[src/rtl/qmult.sv]
// Sign-magnitude fixed-point multiplier with Q fractional bits.
// The product is combinational on c; c_reg and ovr capture it on each clock edge.
module qmult #(
   parameter int Q = 15,
   parameter int N = 32
) (
   input  logic [N-1:0] a,
   input  logic [N-1:0] b,
   output logic [N-1:0] c,
   input  logic         clk,
   input  logic         rst,
   output logic [N-1:0] c_reg,
   output logic         ovr
);

   localparam int MW = N - 1;
   localparam int PW = 2 * MW;

   logic [PW-1:0] mag_a;
   logic [PW-1:0] mag_b;
   logic [PW-1:0] prod;
   logic          overflow;
   logic          sign;
   logic [MW-1:0] mag_c;

   // Operands are widened first so the multiply keeps every product bit.
   assign mag_a = {{MW{1'b0}}, a[N-2:0]};
   assign mag_b = {{MW{1'b0}}, b[N-2:0]};
   assign prod  = mag_a * mag_b;

   // Any set bit above the kept window means the magnitude cannot be represented.
   assign overflow = |prod[PW-1:Q+N-1];
   assign sign     = a[N-1] ^ b[N-1];
   assign mag_c    = overflow ? {MW{1'b1}} : prod[Q+N-2:Q];
   assign c        = {sign, mag_c};

   always_ff @(posedge clk or posedge rst) begin
      if (rst) begin
         c_reg <= '0;
         ovr   <= 1'b0;
      end else begin
         c_reg <= c;
         ovr   <= overflow;
      end
   end

endmodule

[config.mk]
export PLATFORM = sky130hd
export DESIGN_NAME = qmult
export DESIGN_NICKNAME = d
export VERILOG_FILES = /design/src/rtl/qmult.sv
export SDC_FILE = /design/constraint.sdc
export NUM_CORES = 2
export LEC_CHECK = 0
export CORE_MARGIN = 1.5
export CORE_UTILIZATION = 59
export DETAILED_ROUTE_END_ITERATION = 10
export PLACE_DENSITY_LB_ADDON = 0.05
export SYNTH_ARGS = -nofsm -noshare
export SYNTH_HDL_FRONTEND = slang
export SYNTH_SLANG_ARGS = --single-unit
[constraint.sdc]
create_clock -name clk -period 9.6 [get_ports clk]
set_input_delay 1.44 -clock clk [delete_from_list [all_inputs] [get_ports clk]]
set_output_delay 1.44 -clock clk [all_outputs]
set_load 0.1 [all_outputs]
==> flow_summary.yaml <==
hold_path:
  hold_class: "in -> async"
logic_synthesis:
  synth.net_count: 4763
  netlist.area_leader.share_pct: 50.89
  synthArstFlopShare_pct: 100.0
  synthCells: 3609
  synth-main-ff-cell: "dfrtp_1"
  ys_types: 64
  syn_area_mm2: 0.03289
  synth-seq-cells: 33
  synth_edf_count: 0
  yosysTopAreaCell: "fa_1"
  synthTopCellsByArea: "fa_1 51%, and2_1 11%, ha_1 9.6%"
  ys_seq_area_share_pct: 2.511
  ys.warnings.count: 0
  synth.avg_cell_area_um2: 9.112
worst_setup_path:
  crit_path_max_incr_delay_ps: 560
  crit_type: "in -> out"
  crit_path_start_kind: "input pin"
  cp_max_fo: 7
  slowest_stage: "fa_1"
  arrival_ps: 9390
  crit_buf_inv: 12
  worst_setup_path_end_kind: "output pin"
  cpLargestDelayFamily: "adder cells"
  cp_data_required_time_ps: 8160
  crit_top_cell: "fa_1"
floorplan:
  die_width_um: 239.1
  io_pins: 131
  start_util_pct: 59.69
  coreArea_mm2: 0.05509
  dieArea_mm2: 0.05716
  fp.dieH_um: 239.1
  rows: 86
route:
  vias_per_cell: 5.578
  wirelength_um: 108100
  ant_nets: 0
  vias: 27092
  drt_pre_antenna_iters: 6
  wl_per_cell_um: 22.25
  drc: 0
  drtIter0Drc: 2061
sta:
  setup_viol: 31
  timing.fmax_mhz: 92.35
  whs_ps: 1585
  slew_viol_final: 0
  slew_headroom_pct: 30.85
  worst_slack_ps: -1229
  fin_crit_ps: 10830
  worstMarginPinSlew_ps: 1034
  rsz0062_at_grt: "yes"
  hold_viol: 0
  fin_crit_sh_pct: 112.8
clock_tree:
  clk_path_buf_depth: 2
  cts_buffers: 5
  cts_hold_buffers: 0
  htreeDepth: 2
  cts.sinks: 33
  root_buffer: "clkbuf_16"
  cts_tree: "built"
  path_clk_slew_ps: 50
flow_run:
  maxCapViolCount: 0
global_routing:
  grt_pass1_wl_um: 150300
  grt-ovfl-total: 0
  grt_pass1_vias: 29241
  antenna_found_initial: 9
  grt_usage_pct: 33.80
  grt_max_degree: 34
outcome:
  outcome: "complete, but fails checks"
  violations: "setup timing"
place:
  numPortBuffers: 130
  hpwl_um: 81080
  place_congestion: 0.9376
layout:
  nets: 5257
  drive_gt1_share_pct: 20.53
  synthToLayoutAreaGrowth_pct: 26.71
  largest_reg_flops: 32
-- metal layers --
layer	vias up	routed length [µm]	global-route usage (%)	share of wire, %
met3	395	9684	3.834	9.0
met1	13863	38780	40.90	36
met4	6	6247	12.91	5.8
met2	1258	53280	61.70	49
li1	11570	-	-	-
met5	-	80	0	0.074
-- Yosys cell counts, types with 2 or more instances --
cell type    n
dfrtp_1     33
nand2b_1     2
buf_6        8
o221ai_1     2
and4_1       2
a221oi_1     5
o2111ai_1    3
buf_2        9
a21oi_1     82
a211oi_1     8
a21o_1      11
a21oi_2      7
nor4_1       5
buf_4        8
a2bb2oi_1    2
nor2b_1      6
nand2_2      2
nand2_1    459
xnor2_1     24
or3_1        3
o21bai_1    11
o21a_1       5
and2_1     582
o31ai_1      5
o21ai_0     48
nand3_1     15
nand4_1     23
a2111oi_4    2
a2111oi_0    2
o21ai_1      8
nand4_4      3
o211ai_1     8
nand3_2     29
nor2_1      47
inv_1      794
xor2_1      18
clkbuf_1   193
a31oi_1      4
ha_1       252
and3_1       4
nor3_1      16
o41ai_1      2
fa_1       836
-- layout by cell type (no fill, tap or decap), types with 6 or more instances in the layout --
cell	n
nand3_4	31
nand4_1	23
clkbuf_16	49
clkdlybuf4s50_1	44
xor2_1	18
inv_2	8
o21ai_0	32
dlymetal6s2s_1	15
nor2_1	43
o21ai_2	6
clkbuf_2	19
nand2_1	454
buf_12	105
a21o_1	11
nand3_1	13
inv_1	786
dfrtp_1	33
diode_2	7
o21ai_1	19
and2_1	569
and2_4	13
buf_2	9
a21oi_2	18
nand2_2	7
buf_4	435
nor3_1	13
xnor2_1	24
nor2b_1	6
ha_4	26
o211ai_1	8
o21bai_1	10
buf_6	28
fa_1	807
ha_1	222
fa_2	29
a21oi_1	68
-- cells by family (layout without fill, tap and decap cells) --
group,Yosys count,count (layout),share of synthesized area (%)
fa+ha+maj,1088,1088,60.48
other cells,0,7,0
simple gates,1206,1206,19.62
buf+inv,1013,1506,11.87
compound gates,225,225,4.326
mux,2,2,0.06468
flops,33,33,2.511
xor+xnor,42,42,1.119
-- final timing paths --
path / depth (start not counted) / endpoint / startpoint / slack (ps)
min in group clk: 2 / c_reg[31] / a[31] / 1750
min: 3 / c_reg[13] / rst / 1580
max in group asynchronous: 3 / c_reg[24] / rst / 7710
max: 31 / c[0] / b[9] / -1230
-- stage by stage --
step / std cells / TNS [ps] / instance area, µm² / utilization (%) / setup WS, ps
after floorplan: 3609 / -20670 / 33350 / - / -680.3
after global placement: 4743 / -54440 / 39300 / 71.33 / -1642
after detailed placement: 4743 / -55070 / 39300 / 71.33 / -1652
after CTS: 4749 / -44690 / 39530 / 71.75 / -1468
after global routing: 4852 / -43040 / 41660 / 75.61 / -1414
final: 4857 / -37360 / 41670 / 75.64 / -1229
-- layout make-up --
cell class | instances | area (µm²)
sequential | 33 | 825.8
timing repair buffer | 706 | 7627
tap | 748 | 935.9
multi-input combinational | 2563 | 29150
inverter | 794 | 2980
fill | 3991 | 13420
clock buffer | 5 | 125.1
antenna | 7 | 17.52
clock inverter | 1 | 5.005
-- repair_timing --
action                     4_1_cts  5_1_grt
gates cloned                     0       48
pin swaps                        0       44
gates resized for setup         30      289
setup buffers                    0       53
setup endpoints to repair       31       61
Power is not shown: default switching activity piles up to over one toggle a cycle in this logic, so the estimate is an artifact.
